File: src/rtl/dmux8bit_buf_pkg.sv
// Shared defaults and channel encodings for the buffered 1-to-2 byte demux.
// Imported by the interface, the fifo2 sub-module and the top level.
package dmux8bit_buf_pkg;

  localparam int WIDTH_DEF = 8;
  localparam int DEPTH_DEF = 2;

  typedef enum logic {
    CH_A = 1'b0,
    CH_B = 1'b1
  } ch_e;

  function automatic ch_e to_ch(input logic sel);
    return sel ? CH_B : CH_A;
  endfunction

endpackage

File: src/rtl/dmux8bit_buf_if.sv
// Byte input stream plus the two buffered output channels.
// master drives data and consumer readys; slave is the demux.
interface dmux8bit_buf_if
  import dmux8bit_buf_pkg::*;
#(
  parameter int WIDTH = WIDTH_DEF
);

  logic [WIDTH-1:0] in;
  logic             select;
  logic             inValid;
  logic             inReady;

  logic [WIDTH-1:0] outA;
  logic             outAValid;
  logic             outAReady;

  logic [WIDTH-1:0] outB;
  logic             outBValid;
  logic             outBReady;

  modport master (
    output in,
    output select,
    output inValid,
    input  inReady,
    input  outA,
    input  outAValid,
    output outAReady,
    input  outB,
    input  outBValid,
    output outBReady
  );

  modport slave (
    input  in,
    input  select,
    input  inValid,
    output inReady,
    output outA,
    output outAValid,
    input  outAReady,
    output outB,
    output outBValid,
    input  outBReady
  );

endinterface

File: src/rtl/dmux8bit_buf_fifo2.sv
// Two-entry FIFO with 1-bit wrapping pointers.
// Storage is cleared on reset so nothing stale survives.
module fifo2
  import dmux8bit_buf_pkg::*;
#(
  parameter int WIDTH = WIDTH_DEF,
  parameter int DEPTH = DEPTH_DEF
) (
  input  logic             clk,
  input  logic             reset,
  input  logic             push,
  input  logic             pop,
  input  logic [WIDTH-1:0] din,
  output logic [WIDTH-1:0] dout,
  output logic [1:0]       count,
  output logic             full,
  output logic             empty
);

  logic [WIDTH-1:0] mem [2];
  logic             wr_ptr;
  logic             rd_ptr;
  logic [1:0]       cnt;
  logic             do_push;
  logic             do_pop;

  assign full    = (cnt == 2'(DEPTH));
  assign empty   = (cnt == 2'd0);
  assign do_push = push & ~full;
  assign do_pop  = pop & ~empty;
  assign count   = cnt;
  assign dout    = mem[rd_ptr];

  always_ff @(posedge clk or posedge reset) begin
    if (reset) begin
      mem[0] <= '0;
      mem[1] <= '0;
      wr_ptr <= 1'b0;
      rd_ptr <= 1'b0;
      cnt    <= 2'd0;
    end else begin
      if (do_push) begin
        mem[wr_ptr] <= din;
        wr_ptr      <= ~wr_ptr;
      end
      if (do_pop) begin
        rd_ptr <= ~rd_ptr;
      end
      unique case ({do_push, do_pop})
        2'b10:   cnt <= cnt + 2'd1;
        2'b01:   cnt <= cnt - 2'd1;
        default: cnt <= cnt;
      endcase
    end
  end

endmodule

File: src/rtl/dmux8bit_buf.sv
// Buffered 1-to-2 byte demux: select steers each byte into
// channel A or B, each backed by its own fifo2.
module dmux8bit_buf
  import dmux8bit_buf_pkg::*;
#(
  parameter int WIDTH = WIDTH_DEF,
  parameter int DEPTH = DEPTH_DEF
) (
  input  logic           clk,
  input  logic           reset,
  dmux8bit_buf_if.slave  bus
);

  ch_e              sel;
  logic             ready;
  logic             push_a;
  logic             push_b;
  logic             pop_a;
  logic             pop_b;
  logic [WIDTH-1:0] dout_a;
  logic [WIDTH-1:0] dout_b;
  logic [1:0]       count_a;
  logic [1:0]       count_b;
  logic             full_a;
  logic             full_b;
  logic             empty_a;
  logic             empty_b;

  assign sel = to_ch(bus.select);

  // Readiness looks only at the selected channel's registered
  // fullness, never at the consumer readys.
  always_comb begin
    ready = 1'b0;
    unique case (sel)
      CH_A: ready = ~full_a;
      CH_B: ready = ~full_b;
      default: ready = 1'b0;
    endcase
    if (reset) ready = 1'b0;
  end

  assign bus.inReady = ready;

  assign push_a = bus.inValid & ready & (sel == CH_A);
  assign push_b = bus.inValid & ready & (sel == CH_B);
  assign pop_a  = bus.outAReady & ~empty_a;
  assign pop_b  = bus.outBReady & ~empty_b;

  fifo2 #(
    .WIDTH (WIDTH),
    .DEPTH (DEPTH)
  ) u_fifo_a (
    .clk   (clk),
    .reset (reset),
    .push  (push_a),
    .pop   (pop_a),
    .din   (bus.in),
    .dout  (dout_a),
    .count (count_a),
    .full  (full_a),
    .empty (empty_a)
  );

  fifo2 #(
    .WIDTH (WIDTH),
    .DEPTH (DEPTH)
  ) u_fifo_b (
    .clk   (clk),
    .reset (reset),
    .push  (push_b),
    .pop   (pop_b),
    .din   (bus.in),
    .dout  (dout_b),
    .count (count_b),
    .full  (full_b),
    .empty (empty_b)
  );

  assign bus.outAValid = (count_a != 2'd0);
  assign bus.outBValid = (count_b != 2'd0);
  assign bus.outA      = empty_a ? '0 : dout_a;
  assign bus.outB      = empty_b ? '0 : dout_b;

endmodule

File: src/flat_wrapper.sv
// flat-port wrapper written by rule: the top's interface ports become plain ports
module dmux8bit_buf_flat import dmux8bit_buf_pkg::*;
#(
  parameter int WIDTH = WIDTH_DEF,
  parameter int DEPTH = DEPTH_DEF
)
  (clk, reset, bus_in, bus_select, bus_inValid, bus_inReady, bus_outA, bus_outAValid, bus_outAReady, bus_outB, bus_outBValid, bus_outBReady);
  dmux8bit_buf_if #(.WIDTH(WIDTH)) bus_i ();
  input  logic clk;
  input  logic reset;
  input wire logic [$bits(bus_i.in)-1:0] bus_in;
  input wire logic [$bits(bus_i.select)-1:0] bus_select;
  input wire logic [$bits(bus_i.inValid)-1:0] bus_inValid;
  output wire logic [$bits(bus_i.inReady)-1:0] bus_inReady;
  output wire logic [$bits(bus_i.outA)-1:0] bus_outA;
  output wire logic [$bits(bus_i.outAValid)-1:0] bus_outAValid;
  input wire logic [$bits(bus_i.outAReady)-1:0] bus_outAReady;
  output wire logic [$bits(bus_i.outB)-1:0] bus_outB;
  output wire logic [$bits(bus_i.outBValid)-1:0] bus_outBValid;
  input wire logic [$bits(bus_i.outBReady)-1:0] bus_outBReady;
  assign bus_i.in = bus_in;
  assign bus_i.select = bus_select;
  assign bus_i.inValid = bus_inValid;
  assign bus_inReady = bus_i.inReady;
  assign bus_outA = bus_i.outA;
  assign bus_outAValid = bus_i.outAValid;
  assign bus_i.outAReady = bus_outAReady;
  assign bus_outB = bus_i.outB;
  assign bus_outBValid = bus_i.outBValid;
  assign bus_i.outBReady = bus_outBReady;
  dmux8bit_buf #(.WIDTH(WIDTH), .DEPTH(DEPTH)) u_core (.clk(clk), .reset(reset), .bus(bus_i));
endmodule
File: config.mk
export PLATFORM = sky130hd
export DESIGN_NAME = dmux8bit_buf_flat
export DESIGN_NICKNAME = d
export VERILOG_FILES = /design/src/rtl/dmux8bit_buf_pkg.sv /design/src/rtl/dmux8bit_buf_if.sv /design/src/rtl/dmux8bit_buf_fifo2.sv /design/src/rtl/dmux8bit_buf.sv /design/src/flat_wrapper.sv
export SDC_FILE = /design/constraint.sdc
export NUM_CORES = 1
export LEC_CHECK = 0
export CAP_MARGIN = 20
export CORE_UTILIZATION = 25
export DETAILED_ROUTE_END_ITERATION = 8
export DONT_BUFFER_PORTS = 1
export GPL_ROUTABILITY_DRIVEN = 1
export PLACE_DENSITY = 0.36
export RECOVER_POWER = 100
export SKIP_LAST_GASP = 1
export SLEW_MARGIN = 25
export SYNTH_ARGS = -nofsm -noshare
export SYNTH_HDL_FRONTEND = slang
export SYNTH_SLANG_ARGS = --single-unit
File: constraint.sdc
create_clock -name clk -period 2.3 [get_ports clk]
set_input_delay 0.46 -clock clk [delete_from_list [all_inputs] [get_ports clk]]
set_output_delay 0.46 -clock clk [all_outputs]
set_load 0.01 [all_outputs]
==> results.sh, run 1 <==
export IMPL_status="complete, no violations"
export IMPL_syn_instance_count=141
export IMPL_avgSynthCellArea_um2=13.2
export IMPL_num_io_pins=33
export IMPL_syn_area_mm2=0.00187
export IMPL_grt_pass1_wl_um=6150
export IMPL_drt_pass1_iter_count=3
export IMPL_grt_pass1_vias=1143
export IMPL_synth_warnings=0
export IMPL_finalHoldViolCount=0
export IMPL_antenna_left=0
export IMPL_maxCapViolations=0
export IMPL_slew_violations=0
export IMPL_die_w_um=88.4
export IMPL_area_delta_synth_final_pct=8.65
export IMPL_io_buffers=0
export IMPL_worst_ir_drop_vdd_uv=398
export IMPL_start_util=0.259
export IMPL_wl_um=3810
export IMPL_yosysSeqAreaShare=0.537
export IMPL_dp_hpwl_um=2850
export IMPL_grtUsageTotal=0.109
export IMPL_ys_types=21
export IMPL_min_period_ns=1.88
export IMPL_arrival_ns=1.42
export IMPL_fin_setup_tns_ns=0
export IMPL_clkTransAtPathRegs_ns=0.07
export IMPL_gr_total_overflow=0
export IMPL_crit_fanout=10
export IMPL_synth_top_cell_area_share=0.537
export IMPL_cts_htree_levels=2
export IMPL_n_fill_cell=769
export IMPL_p_leak_uw=0.000893
export IMPL_fin_skew_ns=0.00163
export IMPL_clock_root_buffer="clkbuf_8"
export IMPL_fin_crit_sh=0.816
export IMPL_critPathKind="register to output port"
export IMPL_antenna_found_initial=0
export IMPL_max_freq_mhz=533
export IMPL_hp_class="input port to register"
export IMPL_netlist_top_cells_count="40 x dfrtp_1, 32 x mux2_2, 21 x nor2_1"
export IMPL_nets=164
export IMPL_synth_edf_count=0
export IMPL_cts_setup_buffers=0
export IMPL_worstPathRequired_ns=1.84
export IMPL_gp_congestion=0.703
export IMPL_grt_max_degree=41
export IMPL_rsz0062_at_grt="no"
export IMPL_routedWlPerCell_um=15.5
export IMPL_finalSetupViolCount=0
export IMPL_dieHeight_um=88.4
export IMPL_hold_slack_ns=0.325
export IMPL_startpoint_type="register"
export IMPL_cts_tree="done"
export IMPL_synth_area_leader_cell="dfrtp_1"
export IMPL_cp_end_kind="output port"
export IMPL_drc=0
export IMPL_synthTopCellsByArea="dfrtp_1 54%, mux2_2 19%, mux2i_1 8.6%"
export IMPL_cts_made_buffers=5
export IMPL_final_util=0.281
export IMPL_async_flop_share=1.00
export IMPL_synth_ff_type="dfrtp_1"
export IMPL_clock_path_buffers=2
export IMPL_synth_nets=157
export IMPL_fp_coreArea_mm2=0.00721
export IMPL_drive_gt1_frac=0.267
export IMPL_diodes=0
export IMPL_worstMarginPinSlew_ns=1.02
export IMPL_rows=31
export IMPL_clkSinkCount=40
export IMPL_cts_resized=0
export IMPL_via_per_inst=4.36
export IMPL_cts_hold_buf=0
export IMPL_clk_latency_ns=0.28
export IMPL_slew_headroom=0.319
export IMPL_drt_iter0_markers=30
export IMPL_synth_seq_cells=40
export IMPL_dieArea_mm2=0.00781
export IMPL_yosysMostFrequentCell="dfrtp_1"
export IMPL_power_density_mw_per_mm2=1380
export IMPL_vias=1069
[flip-flops by register name, summed over array words and instances, names as in the netlist]
| signal | cells |
|---|---|
| u_core.u_fifo_b.count | 2 |
| u_core.u_fifo_a.count | 2 |
| u_core.u_fifo_b.rd_ptr | 1 |
| u_core.u_fifo_b.wr_ptr | 1 |
| u_core.u_fifo_a.wr_ptr | 1 |
| u_core.u_fifo_a.rd_ptr | 1 |
| u_core.u_fifo_a.mem | 16 |
| u_core.u_fifo_b.mem | 16 |
[final timing paths]
path,to,from,cells after the start,slack [ns]
setup / recovery,bus_outB[2],u_core.u_fifo_b.count[0]$_DFFE_PP0P_,3,0.42
hold / removal,u_core.u_fifo_b.mem[10]$_DFFE_PP0P_,bus_in[2],1,0.32
setup reg to reg,u_core.u_fifo_b.count[1]$_DFFE_PP0P_,u_core.u_fifo_b.count[0]$_DFFE_PP0P_,7,0.47
hold reg to reg,u_core.u_fifo_b.wr_ptr$_DFFE_PP0P_,u_core.u_fifo_b.wr_ptr$_DFFE_PP0P_,1,0.49
max in group asynchronous,u_core.u_fifo_a.rd_ptr$_DFFE_PP0P_,reset,2,1.29
min in group asynchronous,u_core.u_fifo_b.wr_ptr$_DFFE_PP0P_,reset,2,0.39
[worst max-delay path: stages, from the launching register on]
cell and delay [ns]:
dfrtp_1 0.43, nor2_1 0.10, clkbuf_1 0.42, nor2_1 0.18
[cell type report]
class | instances | area (µm²) | share of cell area
Clock buffer | 5 | 68.8 | 0.0340
Sequential cell | 40 | 1000 | 0.494
Tap cell | 99 | 124 | 0.0611
Multi-Input combinational cell | 95 | 810 | 0.399
Timing Repair Buffer | 3 | 12.5 | 0.00617
Inverter | 3 | 11.3 | 0.00556
[stage by stage]
step	power (µW)	setup slack, ns	area, µm²	cells
finish	2800	0.422	2030	245
global route	3030	0.285	2030	245
CTS	2910	0.397	2060	245
detailed placement	2490	0.693	1990	240
global placement	2420	0.735	1990	240
floorplan	2220	0.726	1870	141
[routing by layer]
layer  share of wire  track usage
met3           0.049       0.0289
met2            0.48        0.166
met5               0            0
met4           0.014       0.0440
met1            0.46        0.147
[cell usage in the layout (no fill, tap or decap), types with 3 or more instances in the layout]
cell type,Yosys,final
inv_1,3,3
dfrtp_1,40,40
mux2_2,32,32
xor2_1,4,4
clkbuf_8,0,5
mux2i_1,16,16
nor2_1,21,21
xnor2_1,6,6
[where the power goes]
| part | internal [µW] | switching [µW] |
|---|---|---|
| registers | 1060 | 278 |
| clock network | 195 | 211 |
| logic | 521 | 537 |
[cell families after synthesis]
logic type,after synthesis,share of synthesized area
buffers and inverters,6,0.0154
and+or+nand+nor,34,0.106
DFF,40,0.537
AOI/OAI and AO/OA,1,0.00268
muxes,48,0.279
xor gates and xnor gates,10,0.0469
adders and majority gates,2,0.0134
No activity file was read; power rests on OpenSTA's default activity.
==> run 2: changes to the inputs <==
PLACE_DENSITY = 0.38   (was 0.36)
clock period = 1.5 ns   (was 2.3 ns; I/O delays follow)
==> results.sh, run 2 (synthesis gave the netlist of run 1 again) <==
export IMPL_path_buf_inv=1
export IMPL_pwr_share_clk=0.197
export IMPL_hold_depth=1
export IMPL_finalHoldViolCount=0
export IMPL_hp_class="input port to register"
export IMPL_grtUsageTotal=0.112
export IMPL_worst_ir_drop_vdd_uv=447
export IMPL_dpl_worst_slack_ns=-0.0251
export IMPL_crit_fanout=5
export IMPL_worstPathRequired_ns=1.20
export IMPL_worstMarginPinSlew_ns=1.01
export IMPL_min_to="u_core.u_fifo_b.mem[9]$_DFFE_PP0P_"
export IMPL_drive_gt1_frac=0.484
export IMPL_cts_htree_levels=2
export IMPL_fin_skew_ns=0.00426
export IMPL_clock_root_buffer="clkbuf_8"
export IMPL_p_seq_frac=0.385
export IMPL_min_period_ns=1.49
export IMPL_p_leak_uw=0.00101
export IMPL_status="complete, no violations"
export IMPL_nets=173
export IMPL_r2r_end="u_core.u_fifo_a.count[1]$_DFFE_PP0P_"
export IMPL_die_w_um=88.4
export IMPL_cts_tree="done"
export IMPL_largestRegisters="u_core.u_fifo_a.mem x16, u_core.u_fifo_b.mem x16"
export IMPL_startpoint_type="register"
export IMPL_cts_made_buffers=5
export IMPL_antenna_found_initial=0
export IMPL_dp_hpwl_um=2840
export IMPL_grt_max_degree=41
export IMPL_fin_crit_sh=0.992
export IMPL_max_freq_mhz=672
export IMPL_worstRegToRegCells=6
export IMPL_io_buffers=0
export IMPL_r2r_start="u_core.u_fifo_a.count[1]$_DFFE_PP0P_"
export IMPL_slew_headroom=0.323
export IMPL_final_area_mm2=0.00230
export IMPL_drt_iter0_markers=38
export IMPL_critical_path_slowest_cell="dfrtp_2"
export IMPL_vias=1085
export IMPL_gr_total_overflow=0
export IMPL_final_util=0.318
export IMPL_dieArea_mm2=0.00781
export IMPL_rsz0062_at_grt="yes"
export IMPL_start_util=0.259
export IMPL_p_switching_uw=1790
export IMPL_worstPathCellList="buf_6 -> mux2i_1 -> nor2_1"
export IMPL_grt_pass1_vias=1167
export IMPL_n_fill_cell=775
export IMPL_arrival_ns=1.19
export IMPL_num_io_pins=33
export IMPL_maxCapViolations=0
export IMPL_placed_area_mm2=0.00203
export IMPL_fp_coreArea_mm2=0.00721
export IMPL_drt_pass1_iter_count=4
export IMPL_power_density_mw_per_mm2=2260
export IMPL_p_int_uw=3400
export IMPL_min_from="bus_in[1]"
export IMPL_cts_hold_buf=0
export IMPL_routedWlPerCell_um=15.7
export IMPL_antenna_left=0
export IMPL_slew_violations=0
export IMPL_gp_congestion=0.650
export IMPL_pwr_share_comb=0.418
export IMPL_clock_path_buffers=2
export IMPL_slowest_delay_ns=0.42
export IMPL_grt_pass1_wl_um=6280
export IMPL_via_per_inst=4.24
export IMPL_fin_ws_ns=0.0124
export IMPL_area_delta_synth_final_pct=23.1
export IMPL_wl_um=4030
export IMPL_drc=0
export IMPL_regToRegSetupSlack_ns=0.07
export IMPL_clkSinkCount=40
export IMPL_critPathKind="register to output port"
export IMPL_diodes=0
export IMPL_rows=31
export IMPL_clkTransAtPathRegs_ns=0.08
export IMPL_netSwitchingFraction=0.346
export IMPL_finalSetupViolCount=0
export IMPL_clk_latency_ns=0.29
export IMPL_crit_family="flip-flops"
export IMPL_final_cell_mix="38 x dfrtp_1, 32 x mux2_2, 15 x mux2i_1"
export IMPL_cp_end_kind="output port"
export IMPL_dieHeight_um=88.4
export IMPL_crit_path_start="u_core.u_fifo_b.rd_ptr$_DFFE_PP0P_"
export IMPL_layout_commonest_cell="dfrtp_1"
run 2: cell types whose count changed in the layout (fill, tap and decap cells not counted), moves of 4 or more:
cell / delta
buf_4: +6
buf_6: +4
nor2_1: -12
nor2_2: +12
run 2: per-layer routing:
metal | share of wire | GRT usage | vias up | routed length, µm
li1 | - | - | 515 | -
met1 | 0.44 | 0.143 | 543 | 1780
met2 | 0.50 | 0.172 | 23 | 2010
met3 | 0.049 | 0.0410 | 4 | 197
met4 | 0.0089 | 0.0440 | 0 | 36
met5 | 0 | 0 | - | 0
run 2: worst register-to-register path: stages (launching register included):
cell and delay [ns]:
dfrtp_1 0.40, or2b_4 0.27, nand3_2 0.13, ha_4 0.20, xnor2_1 0.11, nor2_1 0.11, xor2_1 0.15
run 2: area by class of cell:
cell class,instances,area (µm²),area share
tap,99,124,0.0539
sequential,40,1000,0.437
timing repair buffer,12,103,0.0447
clock inverter,2,60.1,0.0261
multi-input combinational,95,927,0.404
inverter,3,11.3,0.00490
clock buffer,5,68.8,0.0300
run 2: worst max-delay path by stage:
stage	end	slack, ns	depth (start not counted)
finish	bus_outB[5]	0.01	3
global placement	u_core.u_fifo_a.mem[11]$_DFFE_PP0P_	0.05	3
CTS	bus_outB[6]	-0.06	2
global route	bus_outA[3]	-0.05	2
floorplan	u_core.u_fifo_a.count[1]$_DFFE_PP0P_	0.05	5
detailed placement	u_core.u_fifo_a.count[1]$_DFFE_PP0P_	-0.03	5
run 2: metrics by stage:
stage / hold WS, ns / std cells / setup TNS, ns / power [µW]
4_1_cts: 0.0412 / 252 / -0.155 / 5030
3_3_place_gp: 0.348 / 243 / 0 / 3780
2_1_floorplan: 0.451 / 141 / 0 / 3420
3_5_place_dp: 0.356 / 243 / -0.0406 / 3880
5_1_grt: 0.136 / 256 / -0.392 / 5570
6_report: 0.153 / 256 / 0 / 5190
run 2: timing repair:
| action | 4_1_cts | 5_1_grt |
|---|---|---|
| resized for setup | 9 | 18 |
| pin swaps | 1 | 3 |
| setup buffers | 2 | 4 |
| setup endpoints to repair | 25 | 30 |
run 2: power by group through the flow:
| stage | Combinational, µW | Clock (µW) | Sequential (µW) |
|---|---|---|---|
| final | 2170 | 1020 | 2000 |
| after detailed placement | 1800 | 0 | 2080 |
| after global placement | 1740 | 0 | 2040 |
| after floorplan | 1540 | 0 | 1880 |
| after CTS | 1910 | 1060 | 2060 |
| after global routing | 2380 | 1100 | 2080 |
==> run 3: changes to the inputs <==
CORE_MARGIN = 3   (was not set)
REMOVE_ABC_BUFFERS = 1   (was not set)
==> results.sh, run 3 (synthesis gave the netlist of run 1 again) <==
export IMPL_status="complete, no violations"
export IMPL_routedWlPerCell_um=17.0
export IMPL_start_util=0.266
export IMPL_cts_tree="done"
export IMPL_power_density_mw_per_mm2=2190
export IMPL_critPathKind="register to output port"
export IMPL_finalSetupViolCount=0
export IMPL_wl_um=4360
export IMPL_grt_pass1_vias=1264
export IMPL_cts_htree_levels=2
export IMPL_clkTransAtPathRegs_ns=0.07
export IMPL_layout_commonest_cell="dfrtp_1"
export IMPL_r2r_start="u_core.u_fifo_a.count[1]$_DFFE_PP0P_"
export IMPL_fin_skew_ns=0.00182
export IMPL_io_buffers=0
export IMPL_num_io_pins=33
export IMPL_antenna_left=0
export IMPL_grt_pass1_wl_um=6720
export IMPL_clock_root_buffer="clkbuf_8"
export IMPL_met2_wirelength_um=2230
export IMPL_p_leak_uw=0.00102
export IMPL_dpl_worst_slack_ns=-0.0235
export IMPL_vias=1119
export IMPL_drive_gt1_frac=0.547
export IMPL_worst_ir_drop_vdd_uv=623
export IMPL_dieHeight_um=92.4
export IMPL_worstRegToRegCells=6
export IMPL_worstPathRequired_ns=1.20
export IMPL_r2r_end="u_core.u_fifo_a.count[1]$_DFFE_PP0P_"
export IMPL_n_fill_cell=718
export IMPL_worstMarginPinSlew_ns=0.578
export IMPL_startpoint_type="register"
export IMPL_area_delta_synth_final_pct=25.8
export IMPL_via_per_inst=4.35
export IMPL_nets=177
export IMPL_top_layer_used="met4"
export IMPL_drt_pass1_iter_count=2
export IMPL_slowest_delay_ns=0.41
export IMPL_final_area_mm2=0.00235
export IMPL_clock_path_buffers=2
export IMPL_m1WireLength_um=1810
export IMPL_fp_coreArea_mm2=0.00702
export IMPL_hp_class="input port to register"
export IMPL_critical_path_slowest_cell="dfrtp_1"
export IMPL_hold_depth=1
export IMPL_clk_latency_ns=0.28
export IMPL_cts_made_buffers=5
export IMPL_grtUsageTotal=0.106
export IMPL_diodes=0
export IMPL_die_w_um=92.4
export IMPL_slew_headroom=0.615
export IMPL_final_cell_mix="36 x dfrtp_1, 32 x mux2_2, 15 x nor2_2"
export IMPL_crit_fanout=4
export IMPL_slew_violations=0
export IMPL_min_period_ns=1.49
export IMPL_placed_area_mm2=0.00206
export IMPL_wl_met3_um=229
export IMPL_gr_total_overflow=0
export IMPL_clkSinkCount=40
export IMPL_final_util=0.334
export IMPL_antenna_found_initial=0
export IMPL_max_freq_mhz=672
export IMPL_cp_end_kind="output port"
export IMPL_fin_ws_ns=0.0122
export IMPL_largestRegisters="u_core.u_fifo_a.mem x16, u_core.u_fifo_b.mem x16"
export IMPL_regToRegSetupSlack_ns=0.05
export IMPL_dp_hpwl_um=2880
export IMPL_fin_crit_sh=0.992
export IMPL_drc=0
export IMPL_min_from="bus_in[4]"
export IMPL_finalHoldViolCount=0
export IMPL_worstPathCellList="or2b_4 -> nand2b_4 -> a21oi_4"
export IMPL_dieArea_mm2=0.00853
export IMPL_grt_max_degree=41
export IMPL_rows=30
export IMPL_min_to="u_core.u_fifo_a.mem[12]$_DFFE_PP0P_"
export IMPL_drt_iter0_markers=29
export IMPL_arrival_ns=1.19
export IMPL_maxCapViolations=0
export IMPL_gp_congestion=0.743
export IMPL_rsz0062_at_grt="yes"
export IMPL_fin_setup_tns_ns=0
-- run 3: changes by cell type in the layout (fill, tap and decap cells not counted), sizes merged --
cell,change
bufinv,-2
dlygate4sd3,+1
buf,+3
clkbuf,+2
-- run 3: worst max-delay path by stage --
stage | startpoint | to | slack [ns]
global route | u_core.u_fifo_a.count[0]$_DFFE_PP0P_ | bus_outA[5] | -0.05
finish | u_core.u_fifo_a.count[1]$_DFFE_PP0P_ | bus_inReady | 0.01
floorplan | u_core.u_fifo_a.count[0]$_DFFE_PP0P_ | u_core.u_fifo_a.count[1]$_DFFE_PP0P_ | -0.07
detailed placement | u_core.u_fifo_a.count[1]$_DFFE_PP0P_ | u_core.u_fifo_a.count[1]$_DFFE_PP0P_ | -0.02
global placement | u_core.u_fifo_a.count[1]$_DFFE_PP0P_ | u_core.u_fifo_a.count[1]$_DFFE_PP0P_ | 0.07
CTS | u_core.u_fifo_b.count[1]$_DFFE_PP0P_ | bus_outB[0] | -0.04
-- run 3: metal layers --
| metal | track usage | vias up |
|---|---|---|
| li1 | - | 519 |
| met3 | 0.0382 | 7 |
| met2 | 0.178 | 25 |
| met4 | 0.0470 | 0 |
| met1 | 0.121 | 568 |
| met5 | 0 | - |
-- run 3: final cells by class --
type                            instances  area, µm²  area share
Sequential cell                        40       1010       0.429
Multi-Input combinational cell         95        942       0.402
Timing Repair Buffer                   16        170      0.0725
Tap cell                               96        120      0.0512
Clock buffer                            7       96.3      0.0411
Inverter                                3       11.3     0.00480
-- run 3: metrics by stage --
stage / power [µW] / cells / hold WS, ns
2_1_floorplan: 3380 / 138 / 0.451
3_3_place_gp: 3790 / 241 / 0.268
3_5_place_dp: 3880 / 241 / 0.269
4_1_cts: 4760 / 251 / 0.146
5_1_grt: 5550 / 257 / 0.141
6_report: 5140 / 257 / 0.161
-- run 3: critical path: cells and delay by family (launching register included) --
family,cells,cell delay (ns)
AOI/OAI and AO/OA,1,0.17
DFF,1,0.41
and+or+nand+nor,2,0.32
-- run 3: what timing repair did --
item,CTS,global route
buffers inserted,2,5
setup endpoints to repair,18,38
hold buffers,1,0
hold endpoints to repair,40,0
pin swaps,1,7
resized for setup,8,35
cloned,0,1
-- run 3: power breakdown --
group	switching (µW)	internal, µW
clock	343	409
sequential	340	1640
combinational	1190	1220
